==> src/rtl/ripple_down_counter_pkg.sv <==
// Shared constants and types for the ripple down counter slice.
package ripple_down_counter_pkg;

  localparam int unsigned RIPPLE_DW_DEFAULT = 4;

  // Value the count wraps to after 0; valid for widths up to 32.
  function automatic logic [31:0] wrap_value(input int unsigned width);
    return (width >= 32) ? '1 : ((32'd1 << width) - 32'd1);
  endfunction

  typedef struct packed {
    logic underflow;
    logic wrapped;
  } status_t;

endpackage

==> src/rtl/ripple_down_counter_if.sv <==
// Control and status bundle of the ripple down counter.
interface ripple_down_counter_if
  import ripple_down_counter_pkg::*;
#(
  parameter int unsigned WIDTH = RIPPLE_DW_DEFAULT
);
  logic             en;
  logic             clr_wrap;
  logic [WIDTH-1:0] q;
  logic             tc;
  logic             underflow;
  logic             wrapped;

  modport master (
    output en, clr_wrap,
    input  q, tc, underflow, wrapped
  );

  modport slave (
    input  en, clr_wrap,
    output q, tc, underflow, wrapped
  );
endinterface

==> src/rtl/ripple_down_counter_t_stage.sv <==
// Single T flip-flop stage with asynchronous active-high reset.
module t_stage (
  input  logic clk,
  input  logic reset,
  input  logic t,
  output logic q
);
  always_ff @(posedge clk or posedge reset) begin
    if (reset) q <= 1'b0;
    else if (t) q <= ~q;
  end
endmodule

==> src/rtl/ripple_down_counter.sv <==
// Ripple binary down counter with terminal count, underflow pulse and sticky wrap.
// Define RIPPLE_DOWN_SYNC_EN to register q/tc (and delay status) for glitch-free outputs.
module ripple_down_counter
  import ripple_down_counter_pkg::*;
#(
  parameter int unsigned WIDTH = RIPPLE_DW_DEFAULT
) (
  input logic                  clk,
  input logic                  reset,
  ripple_down_counter_if.slave bus
);

  logic [WIDTH-1:0] chain;
  logic             tc_raw;
  logic             wrap_now;
  status_t          status;

  t_stage u_stage0 (
    .clk   (clk),
    .reset (reset),
    .t     (bus.en),
    .q     (chain[0])
  );

  // Clocking each stage on the rising edge of the bit below yields a down count.
  for (genvar i = 1; i < WIDTH; i++) begin : g_stage
    t_stage u_stage (
      .clk   (chain[i-1]),
      .reset (reset),
      .t     (1'b1),
      .q     (chain[i])
    );
  end

  assign tc_raw   = (chain == '0);
  assign wrap_now = tc_raw & bus.en;

  // Sampled tc is the pre-edge value, so the pulse lands in the cycle after the wrap.
  always_ff @(posedge clk or posedge reset) begin
    if (reset) begin
      status <= '0;
    end else begin
      status.underflow <= wrap_now;
      if (wrap_now)
        status.wrapped <= 1'b1;
      else if (bus.clr_wrap)
        status.wrapped <= 1'b0;
    end
  end

`ifdef RIPPLE_DOWN_SYNC_EN
  logic [WIDTH:0] out_reg;
  status_t        status_d;

  always_ff @(posedge clk or posedge reset) begin
    if (reset) begin
      out_reg  <= {1'b1, {WIDTH{1'b0}}};
      status_d <= '0;
    end else begin
      out_reg  <= {tc_raw, chain};
      status_d <= status;
    end
  end

  assign bus.q         = out_reg[WIDTH-1:0];
  assign bus.tc        = out_reg[WIDTH];
  assign bus.underflow = status_d.underflow;
  assign bus.wrapped   = status_d.wrapped;
`else
  assign bus.q         = chain;
  assign bus.tc        = tc_raw;
  assign bus.underflow = status.underflow;
  assign bus.wrapped   = status.wrapped;
`endif

endmodule
==> src/flat_wrapper.sv <==
// flat-port wrapper written by rule: the top's interface ports become plain ports
module ripple_down_counter_flat import ripple_down_counter_pkg::*;
#(
  parameter int unsigned WIDTH = RIPPLE_DW_DEFAULT
)
  (clk, reset, bus_en, bus_clr_wrap, bus_q, bus_tc, bus_underflow, bus_wrapped);
  ripple_down_counter_if #(.WIDTH(WIDTH)) bus_i ();
  input logic clk;
  input logic reset;
  input wire logic [$bits(bus_i.en)-1:0] bus_en;
  input wire logic [$bits(bus_i.clr_wrap)-1:0] bus_clr_wrap;
  output wire logic [$bits(bus_i.q)-1:0] bus_q;
  output wire logic [$bits(bus_i.tc)-1:0] bus_tc;
  output wire logic [$bits(bus_i.underflow)-1:0] bus_underflow;
  output wire logic [$bits(bus_i.wrapped)-1:0] bus_wrapped;
  assign bus_i.en = bus_en;
  assign bus_i.clr_wrap = bus_clr_wrap;
  assign bus_q = bus_i.q;
  assign bus_tc = bus_i.tc;
  assign bus_underflow = bus_i.underflow;
  assign bus_wrapped = bus_i.wrapped;
  ripple_down_counter #(.WIDTH(WIDTH)) u_core (.clk(clk), .reset(reset), .bus(bus_i));
endmodule
==> config.mk <==
export PLATFORM = sky130hd
export DESIGN_NAME = ripple_down_counter_flat
export DESIGN_NICKNAME = d
export VERILOG_FILES = /design/src/rtl/ripple_down_counter_pkg.sv /design/src/rtl/ripple_down_counter_if.sv /design/src/rtl/ripple_down_counter_t_stage.sv /design/src/rtl/ripple_down_counter.sv /design/src/flat_wrapper.sv
export SDC_FILE = /design/constraint.sdc
export NUM_CORES = 1
export LEC_CHECK = 0
export ABC_AREA = 1
export CAP_MARGIN = 20
export CORE_AREA = 3 3 40 42
export DETAILED_ROUTE_END_ITERATION = 8
export DIE_AREA = 0 0 43 45
export SLEW_MARGIN = 20
export SYNTH_ARGS = -nofsm -noshare
export SYNTH_HDL_FRONTEND = slang
export SYNTH_SLANG_ARGS = --single-unit
==> constraint.sdc <==
create_clock -name clk -period 0.94 [get_ports clk]
set_input_delay 0.188 -clock clk [delete_from_list [all_inputs] [get_ports clk]]
set_output_delay 0.188 -clock clk [all_outputs]
set_load 0.01 [all_outputs]
==> results of run 1 <==
[cell families after synthesis]
| logic type | count (synthesis) | synth area share, % |
|---|---|---|
| buf+inv | 11 | 23.3 |
| simple gates | 6 | 10.9 |
| xor+xnor | 1 | 3.63 |
| flops | 6 | 62.2 |
[Yosys cell counts, drive strengths merged]
master  instances  area [um2]
buf             4        30.0
nand3           1        5.00
dfrtp           6         150
nor2            2        10.0
xor2            1        8.76
nand2           3        11.3
inv             7        26.3
[placed cells by master (no fill, tap or decap)]
| master | n |
|---|---|
| sky130_fd_sc_hd__buf_6 | 3 |
| sky130_fd_sc_hd__clkbuf_4 | 3 |
| sky130_fd_sc_hd__xor2_1 | 1 |
| sky130_fd_sc_hd__buf_2 | 2 |
| sky130_fd_sc_hd__nor2_1 | 1 |
| sky130_fd_sc_hd__buf_4 | 3 |
| sky130_fd_sc_hd__nand2_1 | 3 |
| sky130_fd_sc_hd__dfrtp_1 | 6 |
| sky130_fd_sc_hd__inv_1 | 7 |
| sky130_fd_sc_hd__clkbuf_1 | 1 |
| sky130_fd_sc_hd__nor2_2 | 1 |
| sky130_fd_sc_hd__nand3_1 | 1 |
| sky130_fd_sc_hd__clkdlybuf4s50_1 | 6 |
[registers in the layout (all words and copies together), names as in the netlist]
register                  count
u_core.u_stage0.q             1
u_core.bus.wrapped            1
u_core.g_stage.u_stage.q      3
u_core.bus.underflow          1
[stage by stage]
stage	instances	TNS [ns]
2_1_floorplan	24	0
3_3_place_gp	46	-0.781
3_5_place_dp	46	-0.815
4_1_cts	50	-0.340
5_1_grt	53	-0.610
6_report	53	-0.478
[what timing repair did]
item | in CTS | in global routing
buffers inserted | 0 | 3
setup endpoints to repair | 4 | 3
pin swaps | 1 | 1
gates resized for setup | 16 | 3
[final cells by class]
type / instances / area [um2]
Sequential cell: 6 / 150
Multi-Input combinational cell: 7 / 35.0
Tap cell: 15 / 18.8
Timing Repair Buffer: 14 / 126
Clock buffer: 4 / 26.3
Inverter: 7 / 26.3
Fill cell: 140 / 902
[power breakdown]
| group | internal, W | switching, W |
|---|---|---|
| Combinational | 0.000173 | 0.0000970 |
| Sequential | 0.000198 | 0.0000241 |
| Clock | 0.000159 | 0.0000592 |
| Total | 0.000530 | 0.000180 |
[worst max-delay path by stage]
stage,startpoint,end,slack (ns),cells past startpoint
floorplan,u_core.u_stage0.q$_DFFE_PP0P_,bus_tc,0.10,3
global placement,u_core.u_stage0.q$_DFFE_PP0P_,bus_tc,-0.36,4
detailed placement,u_core.u_stage0.q$_DFFE_PP0P_,bus_tc,-0.38,4
CTS,u_core.u_stage0.q$_DFFE_PP0P_,bus_tc,-0.20,4
global route,u_core.u_stage0.q$_DFFE_PP0P_,bus_tc,-0.28,4
finish,u_core.u_stage0.q$_DFFE_PP0P_,bus_q[0],-0.21,3
[per-layer routing]
layer	vias to the layer above	share of wire (%)	GRT usage, %
met3	0	8.2	3.98
met4	0	0	5.42
li1	90	-	-
met2	7	41	5.09
met5	-	0	0
met1	73	51	5.94
==> impl_results.md, run 1 <==
- Syn_nets: 28
- Final Hold Slack: 0.181 ns
- Layout area overhead: 58.5%
- Placed Instance Area: 338 um2
- Core region area: 1280 um2
- CP delay by family, top: flip-flops
- Buffer type at the clock tree root: sky130_fd_sc_hd__clkbuf_4
- Failing checks: setup timing
- P per Cell Area: 1850 nW/um2
- Post-layout net count: 43
- Crit path capture type: output port
- Count of endpoints without a timing constraint: 6
- Number of hold-repair buffers added at the cts stage: 0
- Classification of the worst-slack hold path: input port to async pin
- Crit Path Category: register to output port
- Die height: 45 um
- Pin slew with the least headroom to its limit: 0.220 ns
- Static leakage: 0.225 nW
- Routed via count: 170
- Max stage delay on crit path: 0.38 ns
- Number of different library cells in the post-synthesis netlist: 8
- Minimum setup slack among reg-to-reg paths: -0.07 ns
- Path depth of the worst reg2reg path: 4
- Proportion of layout cells with a drive suffix above 1: 31.6%
- Final Hold Viols: 0
- DIE AREA: 1940 um2
- Wirelength, routed: 404 um
- Number of nets with antenna violations after routing: 0
- Global-route wire length before repair: 655 um
- Slew margin rel.: 85.3%
- Cell type of the slowest stage on the worst timing path: sky130_fd_sc_hd__dfrtp_1
- Overall power of the completed layout: 0.000710 W
- Reg-to-Reg Start: u_core.u_stage0.q$_DFFE_PP0P_
- Highest clock rate: 872 MHz
- Maximum buffer depth of the clock tree: 2
- Drt first-iter violations: 3
- Source-to-sink clock delay at the later pin of the worst-skew pair: 0.23 ns
- Final core utilization: 29.8%
- Count of unclocked register or latch pins: 3
- Gate count after technology mapping: 24
- Total of buffers placed on input and output ports: 10
- Width of the die: 43 um
- Cell breakdown of the critical path: buf_4, buf_6, buf_6
- Unrepaired setup endpoints after global routing: true
- Starting utilization of the core area: 18.8%
- H-tree levels: 1
- Total inserted antenna cells: 0
- Largest clock skew in the final design: 0.00345 ns
- Half-perimeter wire length after detailed placement: 301 um
- Total non-filler cell area in the finished layout: 383 um2
- Category of the worst setup path launch point: register
- Pin count of the biggest net entering global routing: 7
- Remaining global-route overflow: 0
- Overall fraction of global-route tracks in use: 5.04%
- Via count of the first global-routing pass: 157
- Fin crit share: 122%
- Max-slew violations: 0
- Top cell by count, worst path: sky130_fd_sc_hd__buf_6
- Max Fanout on Critical Path: 3
- Number of buffers created by CTS: 3
- Post-synthesis instance area: 241 um2
- CP Data Required Time: 0.75 ns
- Number of max-capacitance violations reported: 0
- Portion of the post-synthesis area used by sequential elements: 62.2%
- CTS tree: yes
- Peak supply drop: 0.697 mV
- FF-to-FF End: u_core.u_stage0.q$_DFFE_PP0P_
- DRC violation count after routing: 0
- Clk pin slew, worst setup/hold paths: 0.04 ns
- Site row count: 13
- Placement Setup Slack: -0.377 ns
- Routed length per placed instance: 7.62 um
- Worst EP arrival: 0.96 ns
- Number of antenna violations at the first check in global routing: 0
- Iteration count of the initial detailed-routing pass: 2
- Critical path buffers and inverters: 3
- Final Worst Setup Slack: -0.206 ns
- Number of vias per cell after detailed routing: 3.21
- Mean cell area of the mapped netlist: 10.1 um2
- Final setup violation count: 3
- Flops & latches, synth: 6
- Result of the run: complete, but fails checks
- Minimum clock period after layout: 1.15 ns
- Ys Warns: 0
- Placer's final routability congestion estimate: 0.627
- # IOs: 11
Note: power is estimated with default switching activity, not from simulation.
==> inputs of run 2 (changes only) <==
--- a/config.mk
+++ b/config.mk
@@ -5,11 +5,10 @@
 export SDC_FILE = /design/constraint.sdc
 export NUM_CORES = 1
 export LEC_CHECK = 0
-export ABC_AREA = 1
 export CAP_MARGIN = 20
-export CORE_AREA = 3 3 40 42
+export CORE_AREA = 2 2 39 41
 export DETAILED_ROUTE_END_ITERATION = 8
-export DIE_AREA = 0 0 43 45
+export DIE_AREA = 0 0 41 43
 export SLEW_MARGIN = 20
 export SYNTH_ARGS = -nofsm -noshare
 export SYNTH_HDL_FRONTEND = slang
==> impl_results.md, run 2 <==
- Number of cells in the finished layout apart from fillers: 48
- Number of flip-flops in the largest register: 3
- Highest clock rate: 881 MHz
- Post-layout net count: 37
- Gate count after technology mapping: 19
- FF-to-FF End: u_core.bus.underflow$_DFF_PP0_
- Storage cell area: 150 um2
- Count of unclocked register or latch pins: 3
- Crit Path Category: register to output port
- Max Fanout on Critical Path: 2
- DRC violation count after routing: 0
- Source-to-sink clock delay at the later pin of the worst-skew pair: 0.24 ns
- Fin crit share: 121%
- Crit path capture type: output port
- DIE AREA: 1760 um2
- Die height: 43 um
- Number of nets with antenna violations after routing: 0
- Unrepaired setup endpoints after global routing: true
- Mean cell area of the mapped netlist: 12.8 um2
- Global-route wire length before repair: 558 um
- Path depth of the worst reg2reg path: 3
- Minimum setup slack among reg-to-reg paths: 0.07 ns
- Minimum clock period after layout: 1.13 ns
- Core region area: 1380 um2
- Failing checks: setup timing
- Total inserted antenna cells: 0
- P per Cell Area: 1780 nW/um2
- Iteration count of the initial detailed-routing pass: 2
- Number of fill cells in the layout: 163
- Area share of the leading cell type in the synthesized netlist: 61.5%
- Pin count of the biggest net entering global routing: 7
- Placer's final routability congestion estimate: 0.544
- Final Worst Setup Slack: -0.195 ns
- Number of vias per cell after detailed routing: 3.40
- Overall fraction of global-route tracks in use: 6.06%
- Starting utilization of the core area: 17.6%
- Routed via count: 163
- Count of endpoints without a timing constraint: 6
- Ys Warns: 0
- Pin slew with the least headroom to its limit: 0.215 ns
- Wire length on met1: 131 um
- Number of buffers created by CTS: 3
- Classification of the worst-slack hold path: input port to async pin
- Drt first-iter violations: 2
- Routed length per placed instance: 7.94 um
- Ranking of synthesized cells by instance count: sky130_fd_sc_hd__dfrtp_1 (6), sky130_fd_sc_hd__inv_1 (5), sky130_fd_sc_hd__buf_4 (4)
- Share of async-settable or async-resettable flops after synthesis: 100%
- Top Layer Used: met4
- Number of max-capacitance violations reported: 0
- Wirelength, routed: 381 um
- Final setup violation count: 2
- Largest clock skew in the final design: 0.000998 ns
- Ys flop type: sky130_fd_sc_hd__dfrtp_1
- Number of placed cells counting well taps: 44
- CTS tree: yes
- Critical path startpoint: u_core.u_stage0.q$_DFFE_PP0P_
- Slew margin rel.: 85.7%
- Layout area overhead: 52.3%
- Number of hold-repair buffers added at the cts stage: 0
- Max-slew violations: 0
- H-tree levels: 1
- Flops & latches, synth: 6
- Half-perimeter wire length after detailed placement: 300 um
- Leading cell types in the layout, fill and taps excluded: sky130_fd_sc_hd__clkdlybuf4s50_1 (6), sky130_fd_sc_hd__dfrtp_1 (6), sky130_fd_sc_hd__inv_1 (5)
- Area of combinational cells with multiple inputs: 47.5 um2
- Number of antenna violations at the first check in global routing: 0
- Total of buffers placed on input and output ports: 10
- Clk pin slew, worst setup/hold paths: 0.04 ns
- Portion of the post-synthesis area used by sequential elements: 61.5%
- Cell taking the most area after synthesis: sky130_fd_sc_hd__dfrtp_1
- Final Hold Viols: 0
- Category of the worst setup path launch point: register
- Maximum buffer depth of the clock tree: 2
- Register with the most flip-flops: u_core.g_stage.u_stage.q
- Peak supply drop: 0.327 mV
- Ranking of synthesized cells by area: sky130_fd_sc_hd__dfrtp_1 (62%), sky130_fd_sc_hd__buf_4 (12%), sky130_fd_sc_hd__nor4_4 (8.7%)
- Syn_nets: 23
- Length of routed met2 wiring: 157 um
- Site row count: 14
- CP Data Required Time: 0.75 ns
- Detail Route met3 WL: 42 um
- Result of the run: complete, but fails checks
- Post-synthesis instance area: 244 um2
- Number of flops mapped to enable cells by yosys: 0
- Via count of the first global-routing pass: 162
- Buffer type at the clock tree root: sky130_fd_sc_hd__clkbuf_4
- Worst EP arrival: 0.95 ns
- Width of the die: 41 um
- Number of different library cells in the post-synthesis netlist: 7
- Static leakage: 0.203 nW
- Placement Setup Slack: -0.362 ns
- Cell with the most instances after synthesis: sky130_fd_sc_hd__dfrtp_1
- # IOs: 11
- Proportion of layout cells with a drive suffix above 1: 37.5%
- Reg-to-Reg Start: u_core.u_stage0.q$_DFFE_PP0P_
- Remaining global-route overflow: 0
[run 2: worst max-delay path, stage by stage (launching register included)]
cell	delay [ns]
sky130_fd_sc_hd__dfrtp_1	0.39
sky130_fd_sc_hd__nor4_4	0.15
sky130_fd_sc_hd__buf_2	0.17
[run 2: how the worst max path moves through the flow]
| stage | to | slack [ns] | cells after the start |
|---|---|---|---|
| floorplan | u_core.bus.wrapped$_DFFE_PP0P_ | 0.07 | 2 |
| global placement | bus_tc | -0.34 | 2 |
| detailed placement | bus_tc | -0.36 | 2 |
| CTS | bus_tc | -0.22 | 2 |
| global route | bus_tc | -0.27 | 2 |
| finish | bus_tc | -0.19 | 2 |
[run 2: layout make-up]
cell class	count	area share (%)
tap	16	5.39
inverter	5	5.05
clock buffer	4	7.07
sequential	6	40.4
multi-input combinational	4	12.8
timing repair buffer	13	29.3
[run 2: where the power goes]
| group | switching [W] | internal, W | total, W |
|---|---|---|---|
| clock network | 0.0000716 | 0.000159 | 0.000231 |
| registers | 0.0000334 | 0.000198 | 0.000231 |
| logic | 0.0000805 | 0.000118 | 0.000199 |
| total | 0.000185 | 0.000475 | 0.000661 |
[run 2: cells by family after synthesis]
kind of cell              after synthesis  synth area share [%]
xor gates and xnor gates                1                  3.59
and+or+nand+nor                         2                  11.3
AOI/OAI and AO/OA                       1                  3.59
buffers and inverters                   9                  20.0
DFF                                     6                  61.5
[run 2: repair_timing]
item / CTS / global route
cloned: 0 / 0
endpoints found under the hold margin: 0 / 0
setup buffers: 0 / 1
endpoints found under the setup margin: 4 / 4
resized for setup: 16 / 2
[run 2: per-stage QoR]
step / power [W] / hold WS, ns / utilization [%] / cell area [um2] / TNS (ns)
detailed placement: 0.000468 / 0.413 / 25.8 / 357 / -0.901
CTS: 0.000661 / 0.165 / 26.2 / 363 / -0.400
floorplan: 0.000323 / -0.0210 / - / 244 / 0
global placement: 0.000465 / 0.417 / 25.8 / 357 / -0.857
finish: 0.000661 / 0.162 / 26.9 / 372 / -0.357
global route: 0.000702 / 0.208 / 26.9 / 372 / -0.469
[run 2: layer usage]
metal	track usage (%)	up-vias
li1	-	81
met1	4.59	67
met2	6.25	11
met3	1.05	4
met4	16.0	0
met5	0	-
==> inputs of run 3 (changes only) <==
--- a/config.mk
+++ b/config.mk
@@ -9,7 +9,10 @@
 export CORE_AREA = 2 2 39 41
 export DETAILED_ROUTE_END_ITERATION = 8
 export DIE_AREA = 0 0 41 43
+export DONT_BUFFER_PORTS = 1
+export HOLD_SLACK_MARGIN = 0.12
 export SLEW_MARGIN = 20
 export SYNTH_ARGS = -nofsm -noshare
 export SYNTH_HDL_FRONTEND = slang
 export SYNTH_SLANG_ARGS = --single-unit
+export TNS_END_PERCENT = 20
==> impl_results.md, run 3 (synthesized netlist as in run 2, its figures left out) <==
- DIE AREA: 1760 um2
- Max Fanout on Critical Path: 3
- Final Hold Slack: 0.143 ns
- Final Hold Viols: 0
- Number of max-capacitance violations reported: 0
- Post-CTS setup repair buffer count: 0
- Max stage delay on crit path: 0.40 ns
- Minimum clock period after layout: 1.08 ns
- Largest clock skew in the final design: 0.00631 ns
- Category of the worst setup path launch point: register
- Crit path capture type: output port
- Core region area: 1380 um2
- Iteration count of the initial detailed-routing pass: 2
- Static leakage: 0.154 nW
- Placer's final routability congestion estimate: 0.478
- Post-layout net count: 27
- Placement Setup Slack: 0.0302 ns
- Max-slew violations: 0
- Fin crit share: 115%
- Layout area overhead: 17.9%
- # IOs: 11
- CP delay by family, top: flip-flops
- Result of the run: complete, but fails checks
- Wirelength, routed: 412 um
- P per Cell Area: 2020 nW/um2
- Final Worst Setup Slack: -0.140 ns
- Number of flip-flops in the largest register: 3
- Source-to-sink clock delay at the later pin of the worst-skew pair: 0.23 ns
- Classification of the worst-slack hold path: input port to register
- Via count of the first global-routing pass: 159
- Routed via count: 130
- Global-route wire length before repair: 621 um
- Total of buffers placed on input and output ports: 0
- Width of the die: 41 um
- Hold Path End: u_core.bus.wrapped$_DFFE_PP0P_
- Crit Path Category: register to output port
- Slew margin rel.: 76.5%
- Leading cell types in the layout, fill and taps excluded: sky130_fd_sc_hd__dfrtp_1 (6), sky130_fd_sc_hd__inv_1 (5), sky130_fd_sc_hd__clkbuf_4 (3)
- Count of unclocked register or latch pins: 3
- Clk pin slew, worst setup/hold paths: 0.04 ns
- Overall fraction of global-route tracks in use: 5.83%
- Maximum buffer depth of the clock tree: 2
- CTS tree: yes
- Die height: 43 um
- Path depth of the worst reg2reg path: 2
- Routed length per placed instance: 10.8 um
- Cell breakdown of the critical path: nor4_4
- Critical path startpoint: u_core.u_stage0.q$_DFFE_PP0P_
- Final setup violation count: 2
- Number of buffers created by CTS: 3
- Hold wc startpoint: bus_clr_wrap
- Peak supply drop: 0.396 mV
- Highest clock rate: 926 MHz
- Number of antenna violations at the first check in global routing: 0
- Number of nets with antenna violations after routing: 0
- Site row count: 14
- Register with the most flip-flops: u_core.g_stage.u_stage.q
- DRC violation count after routing: 0
- Reg-to-Reg Start: u_core.u_stage0.q$_DFFE_PP0P_
- Buffer type at the clock tree root: sky130_fd_sc_hd__clkbuf_4
- Stages on the worst setup path: 1
- Pin count of the biggest net entering global routing: 7
- Worst hold path depth: 2
- Failing checks: setup timing
- Unrepaired setup endpoints after global routing: true
- Number of fill cells in the layout: 151
- Drt first-iter violations: 1
- Number of vias per cell after detailed routing: 3.42
- FF-to-FF End: u_core.bus.underflow$_DFF_PP0_
- Proportion of layout cells with a drive suffix above 1: 22.7%
- Remaining global-route overflow: 0
- Worst EP arrival: 0.89 ns
- Count of endpoints without a timing constraint: 6
- Pin slew with the least headroom to its limit: 0.350 ns
- Leading cell type in the layout, fill and taps excluded: sky130_fd_sc_hd__dfrtp_1
- H-tree levels: 1
- Critical path buffers and inverters: 0
- Cell type of the slowest stage on the worst timing path: sky130_fd_sc_hd__dfrtp_1
- Minimum setup slack among reg-to-reg paths: 0.04 ns
- CP Data Required Time: 0.75 ns
- Total negative slack for setup checks: -0.182 ns
- Starting utilization of the core area: 17.6%
- Total inserted antenna cells: 0
==> run 3: area by class of cell <==
class,count,area [um2],area share [%]
Sequential cell,6,150,52.2
Multi-Input combinational cell,4,45.0,15.7
Timing Repair Buffer,3,27.5,9.57
Clock buffer,4,26.3,9.13
Tap cell,16,20.0,6.96
Inverter,5,18.8,6.52
==> run 3: worst max-delay path by stage <==
stage | end | slack, ns
floorplan | u_core.bus.wrapped$_DFFE_PP0P_ | 0.07
global placement | u_core.bus.wrapped$_DFFE_PP0P_ | 0.06
detailed placement | u_core.bus.underflow$_DFF_PP0_ | 0.03
CTS | bus_tc | -0.15
global route | bus_tc | -0.19
finish | bus_tc | -0.14
==> run 3: worst register-to-register path, cell delays in order, from the launching register on <==
cell	delay (ns)
sky130_fd_sc_hd__dfrtp_1	0.40
sky130_fd_sc_hd__nor4_4	0.27
sky130_fd_sc_hd__and2_1	0.18
==> run 3: layer usage <==
metal | track usage [%] | up-vias | share of wire (%)
met5 | 0 | - | 0
met4 | 6.00 | 0 | 0
met3 | 4.71 | 0 | 19
met2 | 9.06 | 9 | 54
met1 | 3.55 | 64 | 27
li1 | - | 57 | -
==> run 3: timing repair <==
item,4_1_cts,5_1_grt
setup endpoints to repair,2,4
hold endpoints to repair,6,0
hold buffers,2,0
pin swaps,0,2
resized for setup,0,0
==> run 3: report_power, final <==
part	internal (W)	switching, W	total (W)	leakage, nW
Sequential	0.000198	0.0000514	0.000249	0.0645
Clock	0.000159	0.0000699	0.000229	0.0150
Combinational	0.0000489	0.0000527	0.000102	0.0743
Total	0.000406	0.000174	0.000580	0.154
==> run 3: per-stage QoR <==
stage	utilization, %	area [um2]	power (W)	std cells
after floorplan	-	244	0.000323	19
after global placement	17.5	241	0.000343	32
after detailed placement	17.5	241	0.000350	32
after CTS	20.8	288	0.000595	38
after global routing	20.8	288	0.000617	38
final	20.8	288	0.000580	38
